### config.mk
export PLATFORM = sky130hd
export DESIGN_NAME = ps2_keyboard_rx_flat
export DESIGN_NICKNAME = d
export VERILOG_FILES = /design/src/rtl/ps2_keyboard_rx_if.sv /design/src/rtl/ps2_keyboard_rx.sv /design/src/flat_wrapper.sv
export SDC_FILE = /design/constraint.sdc
export NUM_CORES = 1
export LEC_CHECK = 0
export ABC_CLOCK_PERIOD_IN_PS = 2200
export CAP_MARGIN = 40
export CORE_MARGIN = 4
export CORE_UTILIZATION = 43
export CTS_CLUSTER_SIZE = 25
export DETAILED_ROUTE_END_ITERATION = 8
export GPL_ROUTABILITY_DRIVEN = 0
export SLEW_MARGIN = 20
export SYNTH_ARGS = -nofsm -noshare
export SYNTH_HDL_FRONTEND = slang
export SYNTH_SLANG_ARGS = --single-unit
### constraint.sdc
create_clock -name clock -period 2.2 [get_ports clock]
set_input_delay 0.55 -clock clock [delete_from_list [all_inputs] [get_ports clock]]
set_output_delay 0.55 -clock clock [all_outputs]
set_load 0.03 [all_outputs]
### src/rtl/ps2_keyboard_rx_if.sv
// Key-event bus from the PS/2 receiver to the processor's keyboard inputs.
// The receiver drives it (master); the consumer samples it (slave).
interface ps2_keyboard_rx_if;
  logic       ps2_key_pressed;
  logic [7:0] ps2_out;
  logic       key_release;
  logic       key_extended;
  logic       parity_error;
  logic       frame_error;

  modport master (
    output ps2_key_pressed,
    output ps2_out,
    output key_release,
    output key_extended,
    output parity_error,
    output frame_error
  );

  modport slave (
    input ps2_key_pressed,
    input ps2_out,
    input key_release,
    input key_extended,
    input parity_error,
    input frame_error
  );
endinterface

### src/rtl/ps2_keyboard_rx.sv
// PS/2 keyboard receiver: synchronizes and deglitches the bus, deserializes 11-bit frames,
// checks parity/stop, and folds F0/E0 prefixes into flags on a single key-event strobe.
module ps2_keyboard_rx #(
  parameter int unsigned FILTER_LEN     = 4,
  parameter int unsigned TIMEOUT_CYCLES = 50000
) (
  input  logic               clock,
  input  logic               reset,
  input  logic               ps2_clk,
  input  logic               ps2_dat,
  ps2_keyboard_rx_if.master  kbd
);

  localparam int unsigned FiltW = $clog2(FILTER_LEN + 1);
  localparam int unsigned TimeW = $clog2(TIMEOUT_CYCLES + 1);

  localparam logic [1:0] StIdle   = 2'd0;
  localparam logic [1:0] StData   = 2'd1;
  localparam logic [1:0] StParity = 2'd2;
  localparam logic [1:0] StStop   = 2'd3;

  localparam logic [7:0] CodeBreak = 8'hF0;
  localparam logic [7:0] CodeExt   = 8'hE0;

  logic             clk_s1_q, clk_s2_q, dat_s1_q, dat_s2_q;
  logic             clk_filt_q, clk_filt_d;
  logic [FiltW-1:0] filt_cnt_q, filt_cnt_d;
  logic             fall;

  logic [1:0]       state_q, state_d;
  logic [2:0]       bit_cnt_q, bit_cnt_d;
  logic [7:0]       shift_q, shift_d;
  logic             par_q, par_d;
  logic [TimeW-1:0] to_cnt_q, to_cnt_d;
  logic             brk_pend_q, brk_pend_d;
  logic             ext_pend_q, ext_pend_d;
  logic [7:0]       out_q, out_d;
  logic             rel_q, rel_d;
  logic             xt_q, xt_d;
  logic             kp_q, kp_d;
  logic             pe_q, pe_d;
  logic             fe_q, fe_d;
  logic             byte_ok;

  // Filtered level flips only after FILTER_LEN consecutive samples disagree with it.
  always_comb begin
    clk_filt_d = clk_filt_q;
    filt_cnt_d = '0;
    fall       = 1'b0;
    if (clk_s2_q != clk_filt_q) begin
      if (filt_cnt_q == FiltW'(FILTER_LEN - 1)) begin
        clk_filt_d = clk_s2_q;
        fall       = clk_filt_q;
      end else begin
        filt_cnt_d = filt_cnt_q + 1'b1;
      end
    end
  end

  always_comb begin
    state_d    = state_q;
    bit_cnt_d  = bit_cnt_q;
    shift_d    = shift_q;
    par_d      = par_q;
    brk_pend_d = brk_pend_q;
    ext_pend_d = ext_pend_q;
    out_d      = out_q;
    rel_d      = rel_q;
    xt_d       = xt_q;
    kp_d       = 1'b0;
    pe_d       = 1'b0;
    fe_d       = 1'b0;
    byte_ok    = 1'b0;

    if (state_q == StIdle || fall) begin
      to_cnt_d = '0;
    end else begin
      to_cnt_d = to_cnt_q + 1'b1;
    end

    case (state_q)
      StIdle: begin
        if (fall) begin
          if (!dat_s2_q) begin
            state_d   = StData;
            bit_cnt_d = 3'd0;
          end else begin
            fe_d = 1'b1;
          end
        end
      end
      StData: begin
        if (fall) begin
          shift_d   = {dat_s2_q, shift_q[7:1]};
          bit_cnt_d = bit_cnt_q + 3'd1;
          if (bit_cnt_q == 3'd7) state_d = StParity;
        end
      end
      StParity: begin
        if (fall) begin
          par_d   = dat_s2_q;
          state_d = StStop;
        end
      end
      default: begin
        if (fall) begin
          state_d = StIdle;
          if (!dat_s2_q) begin
            fe_d = 1'b1;
          end else if (~^{shift_q, par_q}) begin
            pe_d = 1'b1;
          end else begin
            byte_ok = 1'b1;
          end
        end
      end
    endcase

    if (state_q != StIdle && !fall && to_cnt_q == TimeW'(TIMEOUT_CYCLES - 1)) begin
      state_d  = StIdle;
      to_cnt_d = '0;
      fe_d     = 1'b1;
    end

    // Any error drops pending prefixes so a later byte is never mis-flagged.
    if (fe_d || pe_d) begin
      brk_pend_d = 1'b0;
      ext_pend_d = 1'b0;
    end

    if (byte_ok) begin
      if (shift_q == CodeBreak) begin
        brk_pend_d = 1'b1;
      end else if (shift_q == CodeExt) begin
        ext_pend_d = 1'b1;
      end else begin
        out_d      = shift_q;
        rel_d      = brk_pend_q;
        xt_d       = ext_pend_q;
        kp_d       = 1'b1;
        brk_pend_d = 1'b0;
        ext_pend_d = 1'b0;
      end
    end
  end

  always_ff @(posedge clock) begin
    if (!reset) begin
      clk_s1_q   <= 1'b1;
      clk_s2_q   <= 1'b1;
      dat_s1_q   <= 1'b1;
      dat_s2_q   <= 1'b1;
      clk_filt_q <= 1'b1;
      filt_cnt_q <= '0;
      state_q    <= StIdle;
      bit_cnt_q  <= 3'd0;
      shift_q    <= 8'h00;
      par_q      <= 1'b0;
      to_cnt_q   <= '0;
      brk_pend_q <= 1'b0;
      ext_pend_q <= 1'b0;
      out_q      <= 8'h00;
      rel_q      <= 1'b0;
      xt_q       <= 1'b0;
      kp_q       <= 1'b0;
      pe_q       <= 1'b0;
      fe_q       <= 1'b0;
    end else begin
      clk_s1_q   <= ps2_clk;
      clk_s2_q   <= clk_s1_q;
      dat_s1_q   <= ps2_dat;
      dat_s2_q   <= dat_s1_q;
      clk_filt_q <= clk_filt_d;
      filt_cnt_q <= filt_cnt_d;
      state_q    <= state_d;
      bit_cnt_q  <= bit_cnt_d;
      shift_q    <= shift_d;
      par_q      <= par_d;
      to_cnt_q   <= to_cnt_d;
      brk_pend_q <= brk_pend_d;
      ext_pend_q <= ext_pend_d;
      out_q      <= out_d;
      rel_q      <= rel_d;
      xt_q       <= xt_d;
      kp_q       <= kp_d;
      pe_q       <= pe_d;
      fe_q       <= fe_d;
    end
  end

  assign kbd.ps2_key_pressed = kp_q;
  assign kbd.ps2_out         = out_q;
  assign kbd.key_release     = rel_q;
  assign kbd.key_extended    = xt_q;
  assign kbd.parity_error    = pe_q;
  assign kbd.frame_error     = fe_q;

endmodule

### src/flat_wrapper.sv
// flat-port wrapper written by rule: the top's interface ports become plain ports
module ps2_keyboard_rx_flat 
#(
  parameter int unsigned FILTER_LEN     = 4,
  parameter int unsigned TIMEOUT_CYCLES = 50000
)
  (clock, reset, ps2_clk, ps2_dat, kbd_ps2_key_pressed, kbd_ps2_out, kbd_key_release, kbd_key_extended, kbd_parity_error, kbd_frame_error);
  ps2_keyboard_rx_if kbd_i ();
  input  logic clock;
  input  logic reset;
  input  logic ps2_clk;
  input  logic ps2_dat;
  output wire logic [$bits(kbd_i.ps2_key_pressed)-1:0] kbd_ps2_key_pressed;
  output wire logic [$bits(kbd_i.ps2_out)-1:0] kbd_ps2_out;
  output wire logic [$bits(kbd_i.key_release)-1:0] kbd_key_release;
  output wire logic [$bits(kbd_i.key_extended)-1:0] kbd_key_extended;
  output wire logic [$bits(kbd_i.parity_error)-1:0] kbd_parity_error;
  output wire logic [$bits(kbd_i.frame_error)-1:0] kbd_frame_error;
  assign kbd_ps2_key_pressed = kbd_i.ps2_key_pressed;
  assign kbd_ps2_out = kbd_i.ps2_out;
  assign kbd_key_release = kbd_i.key_release;
  assign kbd_key_extended = kbd_i.key_extended;
  assign kbd_parity_error = kbd_i.parity_error;
  assign kbd_frame_error = kbd_i.frame_error;
  ps2_keyboard_rx #(.FILTER_LEN(FILTER_LEN), .TIMEOUT_CYCLES(TIMEOUT_CYCLES)) u_core (.clock(clock), .reset(reset), .ps2_clk(ps2_clk), .ps2_dat(ps2_dat), .kbd(kbd_i));
endmodule
# Word-level counts from Yosys, hierarchy flattened
# Cells that the tools add are included.
[totals]
register_bits = 53
latch_bits = 0
ramBits = 0
romBits = 0
inputBits = 4
word_cells = 96
mem_count = 0
[classes]
n_addsub = 3
multipliers = 0
n_div = 0
order_cmp = 0
n_eq_ne = 12
shifts = 0
mux = 36
n_bitwise = 5
n_reduce_logical = 21
[ops]
columns = ["operator", "n"]
rows = [
  ["$mux W1", 24],
  ["$add A16 B1 Y16 const B", 1],
  ["$eq A16 B16 Y1 const B", 1],
  ["$eq A8 B8 Y1 const B", 2],
  ["$mux W2", 6],
  ["$reduce_or A3 Y1", 4],
  ["$mux W3", 3],
  ["$reduce_xnor A9 Y1", 1],
  ["$add A3 B1 Y3 const B", 2],
  ["$ne A2 B1 Y1 const B", 3],
  ["$pmux W2 S3", 1],
  ["$pmux W3 S2", 1],
  ["$reduce_and A2 Y1", 3],
  ["$reduce_and A3 Y1", 2],
  ["$not A1 Y1", 5],
  ["$reduce_and A4 Y1", 1],
  ["$reduce_bool A2 Y1", 2],
  ["$reduce_or A2 Y1", 2],
  ["$eq A3 B2 Y1 const B", 1],
  ["$eq A3 B3 Y1 const B", 1],
  ["$eq A2 B1 Y1 const B", 1],
  ["$eq A2 B2 Y1 const B", 1],
  ["$logic_and A1 B1 Y1", 2],
  ["$logic_not A2 Y1", 1],
  ["other kinds (5)", 6],
]

# Depth between registers and ports, before layout
# Gate-level depths: netlist (run 1).
[logic_depth]
ltp_word = 12
depth_mapped = 10
mapped_depth_nobuf = 7

# Worst setup path after synthesis (run 1)
# No wires, ideal clock.
[synth_path]
path_kind = "reg2reg"
from = "reg u_core.filt_cnt_q[0]"
to = "reg u_core.xt_q, in the netlist u_core.kbd.key_extended"
t_arrival_ps = 1871
path_slack_ps = 257
path_stages_with_launch = 11
path_buffers = 3
cell_sequence = "dfxtp_1 -> ha_1 -> ha_1 -> and3b_1 -> clkbuf_1 -> and3_1 -> buf_1 -> nand2b_1 -> o22ai_1 -> buf_6 -> mux2i_1"
[synth_via]
elab_chain_cells = 6
[synth_rtl]
columns = ["element", "line_no", "rtl"]
rows = [
  ["start, declared", "ps2_keyboard_rx.sv:27", "logic [FiltW-1:0] filt_cnt_q, filt_cnt_d;"],
  ["start signal, assigned", "ps2_keyboard_rx.sv:174", "filt_cnt_q <= filt_cnt_d;"],
  ["$eq A3 B2 Y1", "ps2_keyboard_rx.sv:51", "if (filt_cnt_q == FiltW'(FILTER_LEN - 1)) begin"],
  ["$mux W1", "ps2_keyboard_rx.sv:51", ""],
  ["$mux W1", "ps2_keyboard_rx.sv:50", "if (clk_s2_q != clk_filt_q) begin"],
  ["$mux W1", "ps2_keyboard_rx.sv:106", "if (fall) begin"],
  ["$mux W1", "ps2_keyboard_rx.sv:81", "case (state_q)"],
  ["$reduce_and A3 Y1 (no source line)", "n/a", ""],
  ["end signal, assigned", "ps2_keyboard_rx.sv:184", "xt_q <= xt_d;"],
  ["end, declared", "ps2_keyboard_rx.sv:39", "logic xt_q, xt_d;"],
]
# No other way between the ends.
# A chain may end at the register's enable or synchronous reset.

# Final worst setup path (run 1)
[layout_path]
from = "reg u_core.filt_cnt_q[0]"
to = "reg u_core.out_q[7], in the netlist u_core.kbd.ps2_out[7]"
[layout_via]
elab_chain_cells = 6
[layout_rtl]
columns = ["element", "line_no", "rtl"]
rows = [
  ["$eq A3 B2 Y1", "ps2_keyboard_rx.sv:51", ""],
  ["$mux W1", "ps2_keyboard_rx.sv:51", ""],
  ["$mux W1", "ps2_keyboard_rx.sv:50", ""],
  ["$mux W1", "ps2_keyboard_rx.sv:106", ""],
  ["$mux W1", "ps2_keyboard_rx.sv:81", ""],
  ["$reduce_and A3 Y1 (no source line)", "n/a", ""],
  ["end signal, assigned", "ps2_keyboard_rx.sv:182", "out_q <= out_d;"],
  ["end, declared", "ps2_keyboard_rx.sv:37", "logic [7:0] out_q, out_d;"],
]
# No other way between the ends.

==> flow_summary.toml, run 1 <==
[run_status]
status = "completed"

[clock_network]
clk_pin_slew_worst_paths_ns = 0.09
clk_latency_ns = 0.30
cts_setup_buffers = 0
clockBufferDepth = 2
cts_buffers = 5
cts_root_buffer = "clkbuf_8"
clkSinkCount = 53
cts_tree = "done"
cts.repair.resized = 0
ctsHoldBuffers = 0
htreeDepth = 2

[setup_path]
start_kind = "flip-flop"
critPathRequiredTime_ns = 2.44
crit_top_cell = "ha_1"
crit-reg2reg-launch = "u_core.filt_cnt_q[0]$_SDFF_PP0_"
slowest_delay_ns = 0.35
rr_worst_depth = 8
rrSetupSlack_ns = 0.16
cp_slowest_cell = "dfxtp_1"
crit_chain = "ha_1 -> ha_1 -> and3b_1 -> and3_1 -> nand2b_1 -> o22ai_1 -> buf_4 -> mux2i_1"
cp.arrival_ns = 2.28
cp_max_fo = 6
cp_top_family = "simple AND/OR/NAND/NOR gates"
critPathBufInv = 1
r2r_end = "u_core.kbd.ps2_out[7]$_SDFFE_PN0P_"
worst-setup-path-type = "reg2reg"
endpoint_kind = "flip-flop"

[synthesis]
syn_area_sq_um = 2370
yosysMostFrequentCell = "dfxtp_1"
yosysTopAreaCellShare_pct = 44.8
synthTopCellsByArea = "dfxtp_1 45%, nand2_1 7.1%, ha_1 5.3%"
avgSynthCellArea_sq_um = 9.01
yosys.area.top_type = "dfxtp_1"
syn_inst = 263
synthFlopType = "dfxtp_1"
yosysSeqAreaShare_pct = 44.8
ys.warnings.count = 0
synth_edf_count = 0
synth.distinct_cells = 38
synth_seq_cells = 53
ys_top_cells_by_count = "53 x dfxtp_1, 45 x nand2_1, 23 x nor2_1"
synthArstFlopShare_pct = 0
synthesis.nets = 277

[min_path]
worstHoldStart = "u_core.clk_s1_q$_SDFF_PN1_"
hold_path_class = "reg2reg"
whs_endpoint = "u_core.clk_s2_q$_SDFF_PN1_"
hold_path_depth = 1

[placed_design]
port_buffers = 16
dp.cells = 344
place_ws_ns = 0.186
dpl.hpwl_mm = 3.15

[detailed_routing]
drc = 0
wire_per_inst_microns = 12.4
vias = 1808
via_per_inst = 5.14
drtPass1Iterations = 4
drt-initial-drc-count = 123
postRouteAntennaNets = 0
wirelength_mm = 4.38

[floorplanning]
core_area_sq_um = 5240
die_x_microns = 82.2
ioPinCount = 17
start_util_pct = 45.2
die_area_sq_um = 6760
die_y_microns = 82.2
placementRows = 26

[final_layout]
fill_cells = 522
finish.utilization_pct = 51.4
drive_above_1_share_pct = 5.67
syn_to_final_growth_pct = 13.7
nets = 295
antenna_cells = 0
fin_cells = 352
multi_input_area_sq_um = 1220
area.sequential_sq_um = 1060

[job]
drv_cap = 0

[global_routing]
grt_pass1_wl_mm = 7.57
track_usage_pct = 14.4
grt_max_degree = 23
antenna_found_initial = 0
gr-total-overflow = 0
first_global_vias = 1659

[power_and_ir_drop]
p_leak_nw = 0.919
p_per_area_nw_per_um2 = 566
ir_worst_vdd_mv = 0.371
p_total_mw = 1.53

[sta]
fin_crit_ns = 2.04
max_slew_margin_pct = 60.0
worst_slack_ns = 0.162
setup_total_negative_slack_ns = 0
fin_skew_ns = 0.00745
setup_viol = 0
clock.fmax_mhz = 491
period_share_pct = 92.7
tightest_slew_ns = 0.597
maxSlewViolCount = 0
rsz0062_at_grt = "false"
hold_violations = 0
## worst max path at each step
stage,endpoint,depth (start not counted),from
after floorplan,u_core.kbd.key_extended$_SDFFE_PN0P_,10,u_core.filt_cnt_q[0]$_SDFF_PP0_
after global placement,u_core.ext_pend_q$_SDFF_PN0_,5,u_core.shift_q[2]$_SDFFE_PN0P_
after detailed placement,u_core.brk_pend_q$_SDFF_PN0_,5,u_core.shift_q[3]$_SDFFE_PN0P_
after CTS,u_core.kbd.ps2_out[7]$_SDFFE_PN0P_,8,u_core.filt_cnt_q[0]$_SDFF_PP0_
after global routing,u_core.kbd.ps2_out[5]$_SDFFE_PN0P_,8,u_core.filt_cnt_q[0]$_SDFF_PP0_
final,u_core.kbd.ps2_out[7]$_SDFFE_PN0P_,8,u_core.filt_cnt_q[0]$_SDFF_PP0_
## logic make-up (layout without fill, tap and decap cells)
family / Yosys count / in the layout / share of synthesized area, %
simple gates: 114 / 114 / 23.3
flops: 53 / 53 / 44.8
buf+inv: 21 / 40 / 3.64
compound gates: 36 / 36 / 10.3
xor+xnor: 17 / 17 / 7.50
fa+ha+maj: 10 / 10 / 5.28
mux: 12 / 12 / 5.12
## sequential cells by signal, summed over array words and instances (netlist names)
name                        flops
u_core.kbd.parity_error         1
u_core.bit_cnt_q                3
u_core.dat_s1_q                 1
u_core.kbd.ps2_key_pressed      1
u_core.clk_s1_q                 1
u_core.clk_s2_q                 1
u_core.filt_cnt_q               3
u_core.brk_pend_q               1
u_core.ext_pend_q               1
u_core.kbd.key_release          1
u_core.kbd.frame_error          1
u_core.dat_s2_q                 1
u_core.par_q                    1
u_core.kbd.key_extended         1
u_core.kbd.ps2_out              8
u_core.state_q                  2
u_core.to_cnt_q                16
u_core.shift_q                  8
u_core.clk_filt_q               1
## worst register-to-register path, delay by kind of cell, from the launching register on
family                     cells  cell delay (ns)
and+or+nand+nor                3             0.67
adders and majority gates      2             0.36
DFF                            1             0.35
AOI/OAI and AO/OA              1             0.20
buffers and inverters          1             0.20
muxes                          1             0.19
## where the power goes
group / internal, mW / total, mW / switching [mW]
clock: 0.226 / 0.533 / 0.307
combinational: 0.0131 / 0.0273 / 0.0142
sequential: 0.962 / 0.965 / 0.00265
total: 1.20 / 1.53 / 0.324
## stage by stage
stage               hold WS (ns)  cell area [sq um]
floorplan                  0.386               2370
global placement           0.388               2610
detailed placement         0.392               2610
CTS                        0.414               2690
global route               0.445               2690
finish                     0.408               2690
## cell type report
cell class	instances	area share [%]
Multi-Input combinational cell	189	45.4
Sequential cell	53	39.4
Timing Repair Buffer	21	7.34
Tap cell	70	3.25
Clock buffer	7	2.83
Inverter	11	1.53
Clock inverter	1	0.279
## cells in the final DEF, fill, tap and decap left out, types with 7 or more instances in the layout
master	count
nor2_1	23
inv_1	11
or3_1	7
nand2_1	45
a21boi_0	10
mux2i_1	11
ha_1	10
nand3_1	7
xnor2_1	9
clkdlybuf4s50_1	16
dfxtp_1	53
o21ai_0	9
## layer usage
layer  share of wire (%)  vias up  GRT usage, %
li1                    -      935             -
met1                  54      842          20.0
met2                  41       25          21.7
met3                 3.2        6          3.47
met4                 1.6        0          4.98
met5                   0        -             0
(Power assumes the default switching activity.)
==> run 2: changes to the inputs <==
- GPL_TIMING_DRIVEN: unset -> 0
==> run 2 against run 1 <==
Compared with the run above:
- critical path depth fell by 3
- clock skew is 0.0040 ns lower
- sequential share of layout area shrank 0.36 points
- setup slack lost 0.014 ns
- final area rose by 0.93%
- utilization grew 0.48 points
- sequential power about the same
- count of clock-buffer cells in the layout unchanged
- global-route usage rose by 0.41 points
- routed wire length rose by 2.6%
- clock power up 27%
- first-iteration DRC count decreased by 59%
==> flow_summary.toml, run 2 (same netlist as run 1, synthesis figures left out) <==
[detailed_routing]
drtPass1Iterations = 4
postRouteAntennaNets = 0
wirelength_mm = 4.49
via_per_inst = 5.14
wire_per_inst_microns = 12.7
vias = 1820
drt-initial-drc-count = 50
drc = 0

[final_layout]
antenna_cells = 0
largest-register = "u_core.to_cnt_q"
drive_above_1_share_pct = 5.28
layout_commonest_cell = "dfxtp_1"
fin_cells = 354
syn_to_final_growth_pct = 14.7
largest_reg_flops = 16
final_cell_mix = "53 x dfxtp_1, 45 x nand2_1, 23 x nor2_1"
nets = 297

[run_status]
status = "completed"

[clock_network]
clk_pin_slew_worst_paths_ns = 0.09
clkSinkCount = 53
clockBufferDepth = 2
cts_tree = "done"
cts_buffers = 5
clk_latency_ns = 0.30
cts_root_buffer = "clkbuf_8"
htreeDepth = 2

[floorplanning]
start_util_pct = 45.2
die_area_sq_um = 6760
core_area_sq_um = 5240
placementRows = 26
ioPinCount = 17
die_y_microns = 82.2
die_x_microns = 82.2

[job]
drv_cap = 0

[sta]
rsz0062_at_grt = "false"
maxSlewViolCount = 0
max_slew_margin_pct = 61.1
setup_total_negative_slack_ns = 0
fin_skew_ns = 0.00346
hold_violations = 0
period_share_pct = 93.3
clock.fmax_mhz = 487
fin_crit_ns = 2.05
tightest_slew_ns = 0.581
setup_viol = 0

[setup_path]
cp_slowest_cell = "xnor3_2"
cp_top_family = "XOR/XNOR gates"
crit-reg2reg-launch = "u_core.shift_q[3]$_SDFFE_PN0P_"
r2r_end = "u_core.brk_pend_q$_SDFF_PN0_"
rr_worst_depth = 5
critPathRequiredTime_ns = 2.45
start_kind = "flip-flop"
crit_chain = "xor2_1 -> xnor3_2 -> xnor3_1 -> a211oi_1 -> o221a_2"
cp.arrival_ns = 2.30
endpoint_kind = "flip-flop"
critPathBufInv = 0
crit_start = "u_core.shift_q[3]$_SDFFE_PN0P_"
slowest_delay_ns = 0.51
rrSetupSlack_ns = 0.15
worst-setup-path-type = "reg2reg"
path_depth = 5
cp_max_fo = 5

[global_routing]
first_global_vias = 1679
track_usage_pct = 14.8
antenna_found_initial = 0
grt_pass1_wl_mm = 7.88
gr-total-overflow = 0
grt_max_degree = 16

[min_path]
whs_endpoint = "u_core.dat_s2_q$_SDFF_PN1_"
hold_path_class = "reg2reg"
hold_path_depth = 1
worstHoldStart = "u_core.dat_s1_q$_SDFF_PN1_"

[placed_design]
dpl.hpwl_mm = 3.24
dp.cells = 348
port_buffers = 15

[power_and_ir_drop]
p_leak_nw = 0.924
ir_worst_vdd_mv = 0.422
p_per_area_nw_per_um2 = 613
-- run 2: through the flow --
| step | total power, mW | worst slack, ns | util [%] | instance area, sq um | hold WS (ns) |
|---|---|---|---|---|---|
| after floorplan | 1.00 | 0.257 | - | 2370 | 0.386 |
| after global placement | 1.02 | -0.0199 | 49.8 | 2610 | 0.390 |
| after detailed placement | 1.02 | -0.0783 | 49.8 | 2610 | 0.392 |
| after CTS | 1.69 | 0.0000429 | 51.9 | 2720 | 0.414 |
| after global routing | 1.73 | 0.00686 | 51.9 | 2720 | 0.428 |
| final | 1.67 | 0.148 | 51.9 | 2720 | 0.414 |
-- run 2: timing repair --
| item | 4_1_cts | 5_1_grt |
|---|---|---|
| buffers inserted | 0 | 0 |
| pin swaps | 0 | 0 |
| setup endpoints to repair | 9 | 17 |
| gates resized for setup | 0 | 2 |
| hold buffers | 0 | 0 |
| hold endpoints to repair | 0 | 0 |
-- run 2: power breakdown --
| group | switching, mW | total, mW | internal, mW |
|---|---|---|---|
| logic | 0.0169 | 0.0280 | 0.0111 |
| clock network | 0.303 | 0.675 | 0.371 |
| registers | 0.00250 | 0.965 | 0.962 |
-- run 2: cell type report --
type	instances	area (sq um)
Inverter	11	41.3
Clock buffer	7	86.3
Buffer	8	37.5
Multi-Input combinational cell	189	1220
Clock inverter	1	30.0
Sequential cell	53	1060
Fill cell	510	2520
Tap cell	70	87.6
Timing Repair Buffer	15	150
-- run 2: worst max path at each step --
stage,end,slack [ns]
2_1_floorplan,u_core.kbd.key_extended$_SDFFE_PN0P_,0.26
3_3_place_gp,u_core.kbd.ps2_out[4]$_SDFFE_PN0P_,-0.02
3_5_place_dp,u_core.kbd.ps2_out[3]$_SDFFE_PN0P_,-0.08
4_1_cts,u_core.kbd.ps2_out[3]$_SDFFE_PN0P_,0.00004
5_1_grt,u_core.brk_pend_q$_SDFF_PN0_,0.007
6_report,u_core.brk_pend_q$_SDFF_PN0_,0.15
-- run 2: layer usage --
layer	vias up	track usage (%)	wire length, microns
met5	-	0	0
met4	0	4.65	51
met3	6	2.93	240
met2	37	21.9	1860
met1	842	21.6	2340
li1	935	-	-
